### src/rtl/pipelined_add_sub_if.sv
// ---------------------------------------------------------------------------
// pipelined_add_sub_if
//
// Operand/result handshake bundle for pipelined_add_sub.
//
// Parameters:
//   N          operand/result width in bits
//
// Signals:
//   x, y       operands (two's complement)
//   s          0 = x + y, 1 = x - y
//   in_valid   operands valid this cycle
//   in_ready   adder accepts the operation this cycle
//   f          result
//   cout       carry out of bit N-1 (subtraction: 1 = no borrow)
//   ov         signed overflow
//   zero       f == 0
//   out_valid  result fields valid
//   out_ready  consumer accepts the result
//
// Modports:
//   master     operand producer / result consumer side
//   slave      the adder itself
// ---------------------------------------------------------------------------
interface pipelined_add_sub_if #(
    parameter int N = 16
);
    logic [N-1:0] x;
    logic [N-1:0] y;
    logic         s;
    logic         in_valid;
    logic         in_ready;
    logic [N-1:0] f;
    logic         cout;
    logic         ov;
    logic         zero;
    logic         out_valid;
    logic         out_ready;

    modport master (
        output x, y, s, in_valid, out_ready,
        input  in_ready, f, cout, ov, zero, out_valid
    );

    modport slave (
        input  x, y, s, in_valid, out_ready,
        output in_ready, f, cout, ov, zero, out_valid
    );
endinterface

### src/rtl/pipelined_add_sub.sv
// ---------------------------------------------------------------------------
// pipelined_add_sub
//
// Pipelined two's-complement adder/subtractor. The N-bit operation is cut
// into STAGES carry-chained slices of W = N/STAGES bits; each pipeline stage
// adds one slice, so the widest combinational add is W+1 bits. The whole
// pipeline advances together whenever the output register is empty or being
// drained (adv = !out_valid || out_ready); otherwise every stage holds.
//
// Parameters:
//   N          operand/result width, multiple of STAGES
//   STAGES     pipeline depth / number of slices, 1..N
//
// Ports:
//   clk        clock, rising edge
//   rst        asynchronous, active-high reset
//   bus        pipelined_add_sub_if.slave (x, y, s, in_valid, in_ready,
//              f, cout, ov, zero, out_valid, out_ready)
//
// Build option:
//   ADD_SUB_SATURATE_EN  when defined, an overflowing result is clamped to
//                        the most positive / most negative value in the
//                        output stage; ov and cout still report the raw
//                        condition. When undefined, f wraps around.
// ---------------------------------------------------------------------------
module pipelined_add_sub #(
    parameter int N      = 16,
    parameter int STAGES = 4
) (
    input  logic                clk,
    input  logic                rst,
    pipelined_add_sub_if.slave  bus
);
    localparam int W = N / STAGES;

    // One in-flight operation. Operand slices are shifted right as they are
    // consumed, so the next slice to add is always in bits [W-1:0]. Result
    // slices enter at the top of sum and shift down, so after the last stage
    // slice 0 sits in bits [W-1:0].
    typedef struct packed {
        logic         valid;
        logic         carry;
        logic [N-1:0] sum;
        logic [N-1:0] xa;
        logic [N-1:0] yb;
    } stage_t;

    // W+1-bit add of the current slice plus the incoming carry.
    function automatic logic [W:0] slice_sum(input stage_t src);
        slice_sum = {1'b0, src.xa[W-1:0]} + {1'b0, src.yb[W-1:0]}
                  + (W+1)'(src.carry);
    endfunction

    // Consume one slice and produce the state handed to the next stage.
    function automatic stage_t advance(input stage_t src);
        logic [W:0] part;
        part          = slice_sum(src);
        advance.valid = src.valid;
        advance.carry = part[W];
        advance.sum   = (src.sum >> W) | (N'(part[W-1:0]) << (N - W));
        advance.xa    = src.xa >> W;
        advance.yb    = src.yb >> W;
    endfunction

    logic         adv;
    stage_t       head;

    // Feed of the final slice adder (taken from the last internal register,
    // or straight from the ports when there is only one stage).
    logic         last_valid;
    logic [W:0]   last_part;
    logic [N-1:0] last_low;
    logic         last_xs;
    logic         last_ys;

    logic [N-1:0] f_raw;
    logic         ov_raw;
    logic [N-1:0] f_fin;

    logic         out_valid_q;
    logic [N-1:0] f_q;
    logic         cout_q;
    logic         ov_q;
    logic         zero_q;

    assign adv          = !out_valid_q || bus.out_ready;
    assign bus.in_ready = adv;

    // An idle input cycle is simply a stage-0 operation with valid = 0,
    // which is how bubbles enter the pipeline.
    // NOTE: every field is assigned on every pass so no latch is inferred.
    always_comb begin
        head       = '0;
        head.valid = bus.in_valid;
        head.carry = bus.s;
        head.xa    = bus.x;
        head.yb    = bus.y ^ {N{bus.s}};
    end

    generate
        if (STAGES > 1) begin : g_mid
            // Stages 0 .. STAGES-2; the final stage is the output register.
            stage_t stg_q [STAGES-1];

            // NOTE: sequential state uses non-blocking assignments so every
            // stage samples its predecessor's pre-edge value.
            always_ff @(posedge clk or posedge rst) begin
                if (rst) begin
                    for (int k = 0; k < STAGES - 1; k++) begin
                        stg_q[k] <= '0;
                    end
                end else if (adv) begin
                    stg_q[0] <= advance(head);
                    for (int k = 1; k < STAGES - 1; k++) begin
                        stg_q[k] <= advance(stg_q[k-1]);
                    end
                end
            end

            assign last_valid = stg_q[STAGES-2].valid;
            assign last_part  = slice_sum(stg_q[STAGES-2]);
            assign last_low   = stg_q[STAGES-2].sum >> W;
            assign last_xs    = stg_q[STAGES-2].xa[W-1];
            assign last_ys    = stg_q[STAGES-2].yb[W-1];
        end else begin : g_single
            assign last_valid = head.valid;
            assign last_part  = slice_sum(head);
            assign last_low   = head.sum >> W;
            assign last_xs    = head.xa[W-1];
            assign last_ys    = head.yb[W-1];
        end
    endgenerate

    // After the shifts, last_xs/last_ys are bit N-1 of x and of the
    // effective (possibly inverted) y, so this overflow test is right for
    // both add and subtract.
    assign f_raw  = last_low | (N'(last_part[W-1:0]) << (N - W));
    assign ov_raw = (last_xs == last_ys) && (f_raw[N-1] != last_xs);

`ifdef ADD_SUB_SATURATE_EN
    // Positive overflow (x non-negative) clamps to 0111..1, negative
    // overflow to 1000..0.
    always_comb begin
        f_fin = f_raw;
        if (ov_raw) begin
            f_fin = last_xs ? {1'b1, {(N-1){1'b0}}} : {1'b0, {(N-1){1'b1}}};
        end
    end
`else
    assign f_fin = f_raw;
`endif

    // Output stage: the zero flag is taken from the final (possibly clamped)
    // result and registered so it reads 0 out of reset.
    always_ff @(posedge clk or posedge rst) begin
        if (rst) begin
            out_valid_q <= 1'b0;
            f_q         <= '0;
            cout_q      <= 1'b0;
            ov_q        <= 1'b0;
            zero_q      <= 1'b0;
        end else if (adv) begin
            out_valid_q <= last_valid;
            f_q         <= f_fin;
            cout_q      <= last_part[W];
            ov_q        <= ov_raw;
            zero_q      <= (f_fin == '0);
        end
    end

    assign bus.out_valid = out_valid_q;
    assign bus.f         = f_q;
    assign bus.cout      = cout_q;
    assign bus.ov        = ov_q;
    assign bus.zero      = zero_q;
endmodule

### src/flat_wrapper.sv
// flat-port wrapper written by rule: the top's interface ports become plain ports
module pipelined_add_sub_flat 
#(
    parameter int N      = 16,
    parameter int STAGES = 4
)
  (clk, rst, bus_x, bus_y, bus_s, bus_in_valid, bus_out_ready, bus_in_ready, bus_f, bus_cout, bus_ov, bus_zero, bus_out_valid);
  pipelined_add_sub_if #(.N(N)) bus_i ();
  input  logic clk;
  input  logic rst;
  input wire logic [$bits(bus_i.x)-1:0] bus_x;
  input wire logic [$bits(bus_i.y)-1:0] bus_y;
  input wire logic [$bits(bus_i.s)-1:0] bus_s;
  input wire logic [$bits(bus_i.in_valid)-1:0] bus_in_valid;
  input wire logic [$bits(bus_i.out_ready)-1:0] bus_out_ready;
  output wire logic [$bits(bus_i.in_ready)-1:0] bus_in_ready;
  output wire logic [$bits(bus_i.f)-1:0] bus_f;
  output wire logic [$bits(bus_i.cout)-1:0] bus_cout;
  output wire logic [$bits(bus_i.ov)-1:0] bus_ov;
  output wire logic [$bits(bus_i.zero)-1:0] bus_zero;
  output wire logic [$bits(bus_i.out_valid)-1:0] bus_out_valid;
  assign bus_i.x = bus_x;
  assign bus_i.y = bus_y;
  assign bus_i.s = bus_s;
  assign bus_i.in_valid = bus_in_valid;
  assign bus_i.out_ready = bus_out_ready;
  assign bus_in_ready = bus_i.in_ready;
  assign bus_f = bus_i.f;
  assign bus_cout = bus_i.cout;
  assign bus_ov = bus_i.ov;
  assign bus_zero = bus_i.zero;
  assign bus_out_valid = bus_i.out_valid;
  pipelined_add_sub #(.N(N), .STAGES(STAGES)) u_core (.clk(clk), .rst(rst), .bus(bus_i));
endmodule
### config.mk
export PLATFORM = sky130hd
export DESIGN_NAME = pipelined_add_sub_flat
export DESIGN_NICKNAME = d
export VERILOG_FILES = /design/src/rtl/pipelined_add_sub_if.sv /design/src/rtl/pipelined_add_sub.sv /design/src/flat_wrapper.sv
export SDC_FILE = /design/constraint.sdc
export NUM_CORES = 1
export LEC_CHECK = 0
export ABC_AREA = 0
export ABC_CLOCK_PERIOD_IN_PS = 3100
export BUFFER_PORTS_ARGS = -buffer_cell sky130_fd_sc_hd__buf_2
export CORE_ASPECT_RATIO = 0.5
export CORE_MARGIN = 10
export CORE_UTILIZATION = 40
export CTS_BUF_LIST = sky130_fd_sc_hd__clkbuf_2
export CTS_CLUSTER_SIZE = 12
export DETAILED_ROUTE_END_ITERATION = 12
export SLEW_MARGIN = 20
export SYNTH_ARGS = -nofsm -noshare
export SYNTH_HDL_FRONTEND = slang
export SYNTH_SLANG_ARGS = --single-unit
### constraint.sdc
create_clock -name clk -period 3.1 [get_ports clk]
set_input_delay 0.465 -clock clk [delete_from_list [all_inputs] [get_ports clk]]
set_output_delay 0.465 -clock clk [all_outputs]
set_load 0.05 [all_outputs]
# Word level (Yosys, flattened, before mapping)
# Index checks and enable logic that the tools add are counted.
totals:
  regBits: 110
  elab_cells: 38
  inputBits: 37
  output_inout_bits: 21
classes:
  add_sub_neg: 8
  bitwise_logic: 4
  reduce_logical: 4
  n_eq_ne: 2
ops:
  columns: ["operator", "n"]
  rows:
  - ["12-bit by 16-bit bitwise OR with 16-bit output", 3]
  - ["4-bit by 4-bit adder with 5-bit output", 4]
  - ["5-bit by 1-bit adder with 5-bit output", 4]
  - ["16-bit zero test", 1]
  - ["16-bit XOR", 1]
  - ["1-bit equality test", 1]
  - ["1-bit logical AND", 1]
  - ["1-bit zero test", 1]
  - ["1-bit logical OR", 1]
  - ["1-bit != test", 1]

# Depth between registers and ports, before layout
# Gate-level depths: netlist of the first run.
logic_depth:
  word_depth: 5
  ltp_mapped: 8
  mapped_depth_nobuf: 6

# Least setup slack after synthesis of the first run
# OpenSTA, ideal clock, no wires.
synth_timing:
  kind: "reg2out"
  from: "register u_core.out_valid_q, in the netlist u_core.bus.out_valid"
  to: "output port bus_in_ready"
  path_buffers: 2
  arrival_time_ns: 1.619
  setup_slack_ns: 1.016
  t_required_ns: 2.635
  path_stages_with_launch: 5
  path_cell_list: "dfrtp_1 -> nor2b_1 -> buf_2 -> inv_2 -> clkbuf_1"
synth_via:
  elab_chain_cells: 2
synth_rtl:
  columns: ["item", "line_no", "rtl"]
  rows:
  - ["start: declaration", "pipelined_add_sub.sv:80", "logic out_valid_q;"]
  - ["start signal: assignment", "pipelined_add_sub.sv:163", "out_valid_q <= last_valid;"]
  - ["1-bit zero test", "pipelined_add_sub.sv:86", "assign adv = !out_valid_q || bus.out_ready;"]
  - ["1-bit logical OR", "pipelined_add_sub.sv:86", null]
  - ["end: declaration", "flat_wrapper.sv:16", "output wire logic [$bits(bus_i.in_ready)-1:0] bus_in_ready;"]
# No other way between the ends.

# Final worst setup path of the first run
# Ends and elaborated chain as after synthesis.

==> impl_metrics.py, run 1 <==
metrics = {
    "status": {
        "outcome": "completed",
    },
    "yosys": {
        "main_flop_type_after_synthesis": "dfrtp_1",
        "synth_top_cells_by_count": "225 x nand2_1, 98 x dfrtp_1, 19 x o21ai_0, 17 x xnor2_1, 13 x clkbuf_1",
        "synth-seq-cells": 98,
        "synth.avg_cell_area_um2": 9.44,
        "synth_top_cell_by_area": "dfrtp_1",
        "mappedNetlistArea_um2": 4290,
        "synth_enable_flop_cells": 0,
        "synth.top_cell.area_share_pct": 57.1,
        "synthArstFlopShare_pct": 100,
        "synth.net_count": 511,
        "yosysWarningCount": 0,
        "most_common_cell_in_the_netlist": "nand2_1",
        "netlist_instances": 455,
        "ys_top_cells_by_area": "dfrtp_1 57%, nand2_1 20%, ha_1 3.5%, xnor2_1 3.5%, fa_1 3.3%",
        "ys_seq_area_share_pct": 57.1,
        "yosys.cell_types.count": 25,
    },
    "sta": {
        "timing_worst_slew_pin_value_ps": 1010,
        "layout_min_cycle_time_ps": 2250,
        "worst_slew_margin_rel_pct": 32.8,
        "worst_hold_slack_ps": 50.9,
        "report.final.setup_viol": 0,
        "layout_worst_path_cycle_share_pct": 72.4,
        "rsz0062_at_grt": "no",
        "fin_worst_skew_ps": 31.2,
        "timing.fmax_mhz": 445,
        "finalHoldViolations": 0,
        "setup_total_negative_slack_ps": 0,
        "setup_slack_ps": 855,
        "report.final.slew_viol_count": 0,
    },
    "worst_setup_path": {
        "crit_path_start": "u_core.bus.out_valid$_DFFE_PP0P_",
        "worstPathBufferInverterCount": 2,
        "critical_path.max_fanout": 15,
        "critPathRequiredTime_ps": 2630,
        "crit_path_top_delay_cell": "dfrtp_1",
        "cp_cell_sequence": "nor2b_4 > inv_2 > buf_2",
        "crit-reg2reg-launch": "u_core.g_mid.stg_q[0]$_DFFE_PP0P_",
        "critPathCaptureType": "output pin",
        "critical_path.startpoint_type": "flop",
        "crit_arrival_ps": 1780,
        "timing.critical_path.slowest_cell_delay_ps": 460,
        "regToRegSetupSlack_ps": 1070,
        "critical-path-top-delay-family": "buffers and inverters",
        "timing.setup.critical_path_class": "flop to output pin",
    },
    "clock_tree": {
        "cts.clk_slew.worst_paths_ps": 260,
        "clock_tree_from_tritoncts": "built",
        "postCtsResizedCells": 0,
        "worst_skew_pair.late_latency_ps": 590,
        "cts_inserted_buffers": 9,
        "clock_tree.buffer_depth": 2,
        "clock_sink_count": 98,
        "cts_max_level": 3,
        "cts_post_setup_buffers_inserted": 0,
        "ctsRootBufferMaster": "clkbuf_2",
        "cts_hold_fix_bufs": 1,
    },
    "place": {
        "globalplace.congestion": 0.727,
        "place_worst_setup_slack_ps": 906,
        "placement.io_buffers": 57,
        "dpl.hpwl_um": 6100,
    },
    "floorplanning": {
        "die_width_um": 167,
        "start_util_pct": 41.5,
        "top_level_ports": 58,
        "die-height_um": 93.3,
        "die-area_um2": 15500,
        "core_region_area_um2": 10300,
        "num_rows": 26,
    },
    "power_and_ir_drop": {
        "pwr_density_cell_nw_per_um2": 1020,
        "vdd_drop_max_uv": 775,
        "fin_total_pwr_mw": 4.94,
        "p_leak_nw": 2.54,
    },
    "route": {
        "dr.first_iter.drc_count": 172,
        "route.detailed.wl_per_inst_um": 13.7,
        "postRouteAntennaNets": 0,
        "drcViolationCount": 0,
        "drt_pre_antenna_iters": 4,
        "route.detailed.vias_per_inst": 4.49,
        "route.final.wire_length_um": 8910,
        "dr_total_vias": 2930,
    },
    "final_layout": {
        "design.final.nets": 563,
        "layout-drive-gt1-share_pct": 16.2,
        "count_of_inserted_antenna_diode_cells": 0,
        "fillCellCount": 1060,
        "area.sequential_um2": 2450,
        "syn_to_final_growth_pct": 13.2,
        "area_of_the_multi_input_gates_um2": 1730,
    },
    "min_path": {
        "min_path_type": "input pin to flop",
        "hold_path_startpoint": "bus_x[14]",
    },
    "grt": {
        "grt_overflow": 0,
        "all_layer_gr_usage_pct": 11.8,
        "global_route_wire_length_before_repair_um": 15000,
        "grt_antenna_before_repair": 0,
        "largest_net_degree_at_the_start_of_global_routing": 105,
        "number_of_global_route_vias_before_repair": 2891,
    },
    "run": {
        "maxCapViolations": 0,
    },
}
## layer usage
metal  wire length (um)  up-vias  track usage, %  share of wire (%)
met5                  0        -               0                  0
met4                124        0            3.92                1.4
met3                334       11            3.63                3.7
met2               3240       62            14.5                 36
met1               5220     1327            18.4                 59
li1                   -     1530               -                  -
## layout make-up
cell class	instances	area share, %
clock inverter	7	1.44
timing repair buffer	64	7.62
multi-input combinational	329	35.5
inverter	5	0.437
tap	140	3.60
sequential	98	50.4
clock buffer	9	0.926
## state kept, by name, summed over array words and instances, names as in the netlist
signal / flops
u_core.bus.out_valid: 1
u_core.bus.zero: 1
u_core.bus.cout: 1
u_core.bus.f: 16
u_core.bus.ov: 1
u_core.g_mid.stg_q: 77
u_core.last_valid: 1
## power breakdown
group / leakage (nW) / internal, mW / switching (mW) / total (mW)
registers: 1.19 / 1.83 / 0.354 / 2.19
clock network: 0.0616 / 0.182 / 0.437 / 0.619
logic: 1.29 / 0.743 / 1.39 / 2.13
## final timing paths
path	end	cells after the start
worst max-delay path	bus_in_ready	3
worst min-delay path	u_core.g_mid.stg_q[126]$_DFFE_PP0P_	3
worst max register to register	u_core.bus.zero$_DFFE_PP0P_	5
worst min register to register	u_core.last_valid$_DFFE_PP0P_	2
max in group asynchronous	u_core.bus.ov$_DFFE_PP0P_	4
min in group asynchronous	u_core.bus.f[11]$_DFFE_PP0P_	3
## tightest hold or removal path, delay by kind of cell
kind,cells,cell delay (ps)
buf+inv,1,80
simple gates,2,90
## placed cells by master, fill, tap and decap left out
| master | n |
|---|---|
| inv_4 | 1 |
| nor2_1 | 8 |
| inv_2 | 1 |
| bufinv_16 | 1 |
| buf_12 | 2 |
| mux2_4 | 2 |
| ha_1 | 12 |
| clkinv_1 | 1 |
| o21ai_0 | 19 |
| nand2_1 | 225 |
| nand4_1 | 1 |
| xor2_1 | 8 |
| clkinvlp_4 | 3 |
| clkinv_2 | 1 |
| a31oi_4 | 1 |
| a21oi_1 | 12 |
| dfrtp_1 | 98 |
| o31ai_1 | 2 |
| xnor2_1 | 17 |
| inv_1 | 3 |
| buf_4 | 2 |
| nor2b_1 | 1 |
| o21a_1 | 1 |
| clkinv_4 | 1 |
| a21o_1 | 7 |
| nand2b_1 | 1 |
| nor4_1 | 3 |
| clkbuf_2 | 9 |
| dlygate4sd3_1 | 3 |
| nor2b_4 | 1 |
| fa_1 | 7 |
| buf_2 | 57 |
| mux2_2 | 1 |
## through the flow
step	instance area (um2)	util, %	std cells
finish	4860	47.0	652
global route	4860	47.0	652
CTS	4840	46.8	650
detailed placement	4720	45.6	633
global placement	4720	45.6	633
floorplan	4290	-	455
## cell families (layout without fill, tap and decap cells)
family | after synthesis | count (layout) | share of synthesized area [%]
and+or+nand+nor | 240 | 240 | 21.4
DFF | 98 | 98 | 57.1
AOI/OAI and AO/OA | 42 | 42 | 5.86
buffers and inverters | 28 | 85 | 2.83
xor gates and xnor gates | 25 | 25 | 5.10
adders and majority gates | 19 | 19 | 6.76
muxes | 3 | 3 | 0.962
Power figures use the tool's default switching activity.
==> inputs of run 2 (changes only) <==
--- a/config.mk
+++ b/config.mk
@@ -5,8 +5,8 @@
 export SDC_FILE = /design/constraint.sdc
 export NUM_CORES = 1
 export LEC_CHECK = 0
-export ABC_AREA = 0
-export ABC_CLOCK_PERIOD_IN_PS = 3100
+export ABC_AREA = 1
+export ABC_CLOCK_PERIOD_IN_PS = 2300
 export BUFFER_PORTS_ARGS = -buffer_cell sky130_fd_sc_hd__buf_2
 export CORE_ASPECT_RATIO = 0.5
 export CORE_MARGIN = 10
==> constraint.sdc (replaced) <==
create_clock -name clk -period 2.3 [get_ports clk]
set_input_delay 0.345 -clock clk [delete_from_list [all_inputs] [get_ports clk]]
set_output_delay 0.345 -clock clk [all_outputs]
set_load 0.05 [all_outputs]
==> run 2 against run 1 <==
Against the previous run:
- clock power rose by 10%
- flip-flop and latch count did not move
- final cell count rose by 7.8%
- worst hold slack improved by 23 ps
- combinational power rose by 38%
- clock-buffer cell count rose by 3
- critical path type unchanged
- via count rose by 7.6%
==> impl_metrics.py, run 2 <==
metrics = {
    "min_path": {
        "hold-path-endpoint": "u_core.g_mid.stg_q[100]$_DFFE_PP0P_",
        "min_path_type": "input pin to flop",
        "hold_path_startpoint": "bus_y[4]",
        "min_path_cells": 3,
    },
    "sta": {
        "worst_slew_margin_rel_pct": 65.3,
        "report.final.slew_viol_count": 0,
        "finalHoldViolations": 0,
        "layout_min_cycle_time_ps": 2020,
        "timing.fmax_mhz": 495,
        "fin_worst_skew_ps": 30.9,
        "layout_worst_path_cycle_share_pct": 87.9,
        "timing_worst_slew_pin_value_ps": 520,
        "report.final.setup_viol": 0,
        "setup_total_negative_slack_ps": 0,
        "rsz0062_at_grt": "no",
    },
    "place": {
        "placement.io_buffers": 57,
        "dpl.hpwl_um": 6180,
        "globalplace.congestion": 0.785,
    },
    "worst_setup_path": {
        "timing.setup.critical_path_class": "flop to output pin",
        "critical_path.max_fanout": 30,
        "crit_arrival_ps": 1680,
        "timing.critical_path.slowest_cell_delay_ps": 430,
        "critPathRequiredTime_ps": 1960,
        "critical-path-top-delay-family": "buffers and inverters",
        "cp.depth": 4,
        "worstPathBufferInverterCount": 3,
        "cp_cell_sequence": "inv_1 > nor2_4 > inv_4 > buf_2",
        "r2r_end": "u_core.bus.zero$_DFFE_PP0P_",
        "critPathCaptureType": "output pin",
        "crit-reg2reg-launch": "u_core.g_mid.stg_q[0]$_DFFE_PP0P_",
        "crit_path_top_delay_cell": "dfrtp_1",
        "critical_path.startpoint_type": "flop",
        "rr_worst_depth": 9,
        "regToRegSetupSlack_ps": 370,
    },
    "final_layout": {
        "syn_to_final_growth_pct": 14.7,
        "largest_register_ff_count": 77,
        "max_flop_register": "u_core.g_mid.stg_q",
        "mostFrequentLayoutCell": "nand2_1",
        "design.final.nets": 609,
        "fin_util_pct": 46.6,
        "layout.cells.most_common_list": "187 x nand2_1, 98 x dfrtp_1, 57 x buf_2, 54 x o21ai_0, 33 x inv_1",
        "layout-drive-gt1-share_pct": 14.7,
        "fillCellCount": 1063,
    },
    "yosys": {
        "ys_seq_area_share_pct": 55.3,
        "most_common_cell_in_the_netlist": "nand2_1",
        "synthArstFlopShare_pct": 100,
        "synth.net_count": 538,
        "main_flop_type_after_synthesis": "dfrtp_1",
        "synth_top_cell_by_area": "dfrtp_1",
        "netlist_instances": 482,
        "mappedNetlistArea_um2": 4430,
        "synth.top_cell.area_share_pct": 55.3,
        "yosysWarningCount": 0,
        "synth.avg_cell_area_um2": 9.20,
        "synth-seq-cells": 98,
        "synth_top_cells_by_count": "187 x nand2_1, 98 x dfrtp_1, 54 x o21ai_0, 34 x inv_1, 22 x nor2_1",
        "synth_enable_flop_cells": 0,
        "yosys.cell_types.count": 24,
        "ys_top_cells_by_area": "dfrtp_1 55%, nand2_1 16%, o21ai_0 6.1%, ha_1 3.4%, fa_1 3.2%",
    },
    "grt": {
        "number_of_global_route_vias_before_repair": 3062,
        "all_layer_gr_usage_pct": 11.8,
        "grt_overflow": 0,
        "global_route_wire_length_before_repair_um": 15300,
        "largest_net_degree_at_the_start_of_global_routing": 111,
        "grt_antenna_before_repair": 0,
    },
    "clock_tree": {
        "clock_sink_count": 98,
        "clock_tree_from_tritoncts": "built",
        "ctsRootBufferMaster": "clkbuf_2",
        "cts_max_level": 3,
        "cts_inserted_buffers": 9,
        "clock_tree.buffer_depth": 2,
        "worst_skew_pair.late_latency_ps": 550,
        "cts.clk_slew.worst_paths_ps": 230,
    },
    "floorplanning": {
        "die_width_um": 169,
        "die-height_um": 94.4,
        "core_region_area_um2": 10900,
        "num_rows": 27,
        "top_level_ports": 58,
        "start_util_pct": 40.6,
        "die-area_um2": 15900,
    },
    "route": {
        "dr_total_vias": 3152,
        "drt_pre_antenna_iters": 4,
        "postRouteAntennaNets": 0,
        "route.final.wire_length_um": 9040,
        "dr.first_iter.drc_count": 230,
        "drcViolationCount": 0,
        "route.detailed.vias_per_inst": 4.48,
        "route.detailed.wl_per_inst_um": 12.9,
    },
    "run": {
        "maxCapViolations": 0,
    },
    "status": {
        "outcome": "completed",
    },
    "power_and_ir_drop": {
        "fin_total_pwr_mw": 6.50,
        "vdd_drop_max_uv": 424,
        "pwr_density_cell_nw_per_um2": 1280,
        "p_leak_nw": 2.61,
    },
}
## run 2: cell types whose count changed in the layout (fill, tap and decap cells not counted), moves of 4 or more
cell and delta:
nand2_1 -38, xor2_1 -5, nor2_1 +14, nand3_1 +9, a21o_1 -7, dlygate4sd3_1 +19
inv_1 +30, a21oi_1 -4, xnor2_1 -5, o21ai_0 +35
## run 2: final cells by class
type                    instances  area [um2]  share of cell area (%)
clock buffers                  12        60.1                    1.18
clock inverters                 3        17.5                   0.344
multi-input cells             326        1660                    32.7
inverters                      35         138                    2.71
flip-flops and latches         98        2450                    48.2
well taps                     145         181                    3.57
diodes                          1        2.50                  0.0492
repair buffers                 83         573                    11.3
## run 2: logic make-up (layout without fill, tap and decap cells)
kind of cell | Yosys count | after routing | share of synthesized area (%)
simple gates | 223 | 223 | 19.6
other cells | 0 | 1 | 0
fa+ha+maj | 19 | 19 | 6.55
xor+xnor | 15 | 15 | 2.96
compound gates | 69 | 69 | 8.33
flops | 98 | 98 | 55.3
buf+inv | 58 | 133 | 7.23
## run 2: worst max path at each step
stage,slack (ps),end,start
final,280,bus_in_ready,u_core.bus.out_valid$_DFFE_PP0P_
after global routing,90,bus_in_ready,u_core.bus.out_valid$_DFFE_PP0P_
after CTS,20,bus_in_ready,u_core.bus.out_valid$_DFFE_PP0P_
after detailed placement,430,u_core.bus.zero$_DFFE_PP0P_,u_core.g_mid.stg_q[0]$_DFFE_PP0P_
after global placement,470,u_core.bus.zero$_DFFE_PP0P_,u_core.g_mid.stg_q[0]$_DFFE_PP0P_
after floorplan,530,u_core.bus.zero$_DFFE_PP0P_,u_core.g_mid.stg_q[0]$_DFFE_PP0P_
## run 2: per-layer routing
layer,track usage [%],part of all wire (%),vias to the layer above
met5,0,0,-
met4,3.46,1.1,0
met3,3.61,4.1,10
met2,17.0,42,50
met1,16.8,53,1446
li1,-,-,1646
## run 2: worst reg2reg max path, cell delays in order, from the launching register on
cell and delay, ps:
dfrtp_1 460, fa_1 470, fa_1 470, nor2_1 100, nand2_1 50, nor2_1 90
nand2_1 50, nor2_1 80, nand2_1 50, nand2_1 50
## run 2: repair_timing
action | in CTS | in global routing
buffers inserted | 0 | 0
hold endpoints to repair | 118 | 1
resized for setup | 0 | 2
setup endpoints to repair | 0 | 1
hold buffers | 21 | 1
## run 2: stage by stage
stage / cell area [um2] / setup slack (ps) / hold slack, ps / instances
after floorplan: 4440 / 528 / 420 / 482
after detailed placement: 4780 / 435 / 455 / 665
after CTS: 5070 / 15.6 / 8.09 / 701
after global placement: 4780 / 471 / 434 / 665
final: 5080 / 278 / 74.3 / 703
after global routing: 5080 / 94.2 / 6.37 / 702
## run 2: where the power goes
| part | leakage, nW | internal (mW) | switching, mW | total (mW) |
|---|---|---|---|---|
| combinational | 1.36 | 0.957 | 1.98 | 2.93 |
| clock | 0.0594 | 0.147 | 0.535 | 0.682 |
| sequential | 1.19 | 2.46 | 0.419 | 2.88 |
==> inputs of run 3 (changes only) <==
--- a/config.mk
+++ b/config.mk
@@ -5,7 +5,6 @@
 export SDC_FILE = /design/constraint.sdc
 export NUM_CORES = 1
 export LEC_CHECK = 0
-export ABC_AREA = 1
 export ABC_CLOCK_PERIOD_IN_PS = 2300
 export BUFFER_PORTS_ARGS = -buffer_cell sky130_fd_sc_hd__buf_2
 export CORE_ASPECT_RATIO = 0.5
==> run 3 against run 2 <==
Against the previous run:
- maximum frequency decreased by 0.96%
- flip-flop and latch count did not move
- non-clock buffer count is 10 higher
- register-to-register slack got worse by 90 ps
- combinational power fell by 1%
- core utilization increased by 2.9 points
- critical path depth decreased by 1
- sequential share of layout area down 0.31 points
- final area rose by 0.64%
- largest power group is now sequential cells
- final cell count shrank 3.1%
- highest routed layer unchanged
==> impl_metrics.py, run 3 (same netlist as run 1, synthesis figures left out) <==
metrics = {
    "clock_tree": {
        "cts_max_level": 3,
        "ctsRootBufferMaster": "clkbuf_2",
        "cts_post_setup_buffers_inserted": 0,
        "clock_sink_count": 98,
        "cts_inserted_buffers": 9,
        "worst_skew_pair.late_latency_ps": 600,
        "cts.clk_slew.worst_paths_ps": 250,
        "clock_tree.buffer_depth": 2,
        "clock_tree_from_tritoncts": "built",
    },
    "route": {
        "routed-wl-met3_um": 294,
        "top_signal_layer_used": "met4",
        "postRouteAntennaNets": 0,
        "route.detailed.vias_per_inst": 4.49,
        "route.layer.met1.wl_um": 5060,
        "dr_total_vias": 3057,
        "dr.first_iter.drc_count": 192,
        "drcViolationCount": 0,
        "drt_pre_antenna_iters": 4,
        "route.final.wire_length_um": 8950,
        "route.detailed.wl_per_inst_um": 13.1,
        "wl_met2_um": 3450,
    },
    "floorplanning": {
        "die-height_um": 93.3,
        "die-area_um2": 15500,
        "core_region_area_um2": 10300,
        "top_level_ports": 58,
        "num_rows": 26,
        "start_util_pct": 41.5,
        "die_width_um": 167,
    },
    "grt": {
        "largest_net_degree_at_the_start_of_global_routing": 105,
        "global_route_wire_length_before_repair_um": 15400,
        "number_of_global_route_vias_before_repair": 3100,
        "grt_antenna_before_repair": 0,
        "all_layer_gr_usage_pct": 12.1,
        "grt_overflow": 0,
    },
    "worst_setup_path": {
        "crit-reg2reg-launch": "u_core.g_mid.stg_q[0]$_DFFE_PP0P_",
        "timing.setup.critical_path_class": "flop to output pin",
        "critical_path.startpoint_type": "flop",
        "critPathRequiredTime_ps": 1960,
        "regToRegSetupSlack_ps": 280,
        "crit_arrival_ps": 1700,
        "rr_worst_depth": 5,
        "crit_path_top_delay_cell": "dfrtp_1",
        "cp_cell_sequence": "nor2b_4 > inv_4 > buf_2",
        "r2r_end": "u_core.bus.zero$_DFFE_PP0P_",
        "critical_path.max_fanout": 25,
        "critPathCaptureType": "output pin",
        "timing.critical_path.slowest_cell_delay_ps": 440,
    },
    "power_and_ir_drop": {
        "vdd_drop_max_uv": 764,
        "p_leak_nw": 2.65,
        "pwr_density_cell_nw_per_um2": 1290,
        "fin_total_pwr_mw": 6.60,
    },
    "final_layout": {
        "fin_util_pct": 49.5,
        "largest_register_ff_count": 77,
        "final_area_um2": 5120,
        "mostFrequentLayoutCell": "nand2_1",
        "area.sequential_um2": 2450,
        "layout.cells.most_common_list": "225 x nand2_1, 98 x dfrtp_1, 57 x buf_2, 28 x dlygate4sd3_1, 19 x o21ai_0",
        "layout-drive-gt1-share_pct": 16.3,
        "area_of_the_multi_input_gates_um2": 1730,
        "syn_to_final_growth_pct": 19.2,
        "fillCellCount": 1050,
        "count_of_inserted_antenna_diode_cells": 0,
        "design.final.nets": 592,
        "max_flop_register": "u_core.g_mid.stg_q",
    },
    "min_path": {
        "min_path_cells": 4,
        "min_path_type": "input pin to flop",
        "hold_path_startpoint": "bus_x[3]",
        "hold-path-endpoint": "u_core.g_mid.stg_q[148]$_DFFE_PP0P_",
    },
    "status": {
        "outcome": "completed",
    },
    "run": {
        "maxCapViolations": 0,
    },
    "sta": {
        "fin_worst_skew_ps": 29.4,
        "setup_total_negative_slack_ps": 0,
        "timing.fmax_mhz": 490,
        "rsz0062_at_grt": "no",
        "layout_worst_path_cycle_share_pct": 88.8,
        "finalHoldViolations": 0,
        "worst_hold_slack_ps": 163,
        "report.final.setup_viol": 0,
        "timing_worst_slew_pin_value_ps": 1010,
        "layout_min_cycle_time_ps": 2040,
        "worst_slew_margin_rel_pct": 32.4,
        "report.final.slew_viol_count": 0,
    },
    "place": {
        "placement.io_buffers": 57,
        "post_dp_cell_area_um2": 4740,
        "globalplace.congestion": 0.724,
        "dpl.hpwl_um": 6200,
    },
}
## run 3: metrics by stage
| stage | setup WS (ps) | cells |
|---|---|---|
| finish | 259 | 681 |
| global route | 116 | 681 |
| CTS | 20.3 | 681 |
| detailed placement | 278 | 637 |
| global placement | 384 | 637 |
| floorplan | 336 | 455 |
## run 3: timing repair
action                                  CTS  global route
endpoints found under the setup margin    0             1
hold buffers                             28             0
hold endpoints to repair                124             0
resized for setup                         0             2
## run 3: layout make-up
| cell class | count | area share (%) |
|---|---|---|
| clock buffer | 9 | 0.880 |
| inverter | 5 | 0.489 |
| sequential | 98 | 47.9 |
| tap | 140 | 3.42 |
| timing repair buffer | 93 | 12.5 |
| clock inverter | 7 | 1.05 |
| multi-input combinational | 329 | 33.8 |
## run 3: where the power goes
group	internal, mW	leakage (nW)	switching, mW
Sequential	2.47	1.19	0.485
Combinational	1.03	1.40	1.85
Clock	0.149	0.0549	0.605
Total	3.65	2.65	2.94
## run 3: how the worst max path moves through the flow
stage	from	endpoint	slack, ps	depth (start not counted)
4_1_cts	u_core.bus.out_valid$_DFFE_PP0P_	bus_in_ready	20	3
5_1_grt	u_core.bus.out_valid$_DFFE_PP0P_	bus_in_ready	120	3
2_1_floorplan	u_core.bus.out_valid$_DFFE_PP0P_	bus_in_ready	340	4
3_5_place_dp	u_core.g_mid.stg_q[0]$_DFFE_PP0P_	u_core.bus.zero$_DFFE_PP0P_	280	5
3_3_place_gp	u_core.g_mid.stg_q[0]$_DFFE_PP0P_	u_core.bus.zero$_DFFE_PP0P_	380	5
6_report	u_core.bus.out_valid$_DFFE_PP0P_	bus_in_ready	260	3
## run 3: critical path: cells and delay by family (launching register included)
family | cells | cell delay (ps)
buf+inv | 2 | 520
flops | 1 | 440
simple gates | 1 | 140
## run 3: layer usage
layer,GRT usage (%),up-vias
met4,4.65,0
met2,16.1,59
met1,17.9,1401
met3,3.47,13
li1,-,1584
met5,0,-
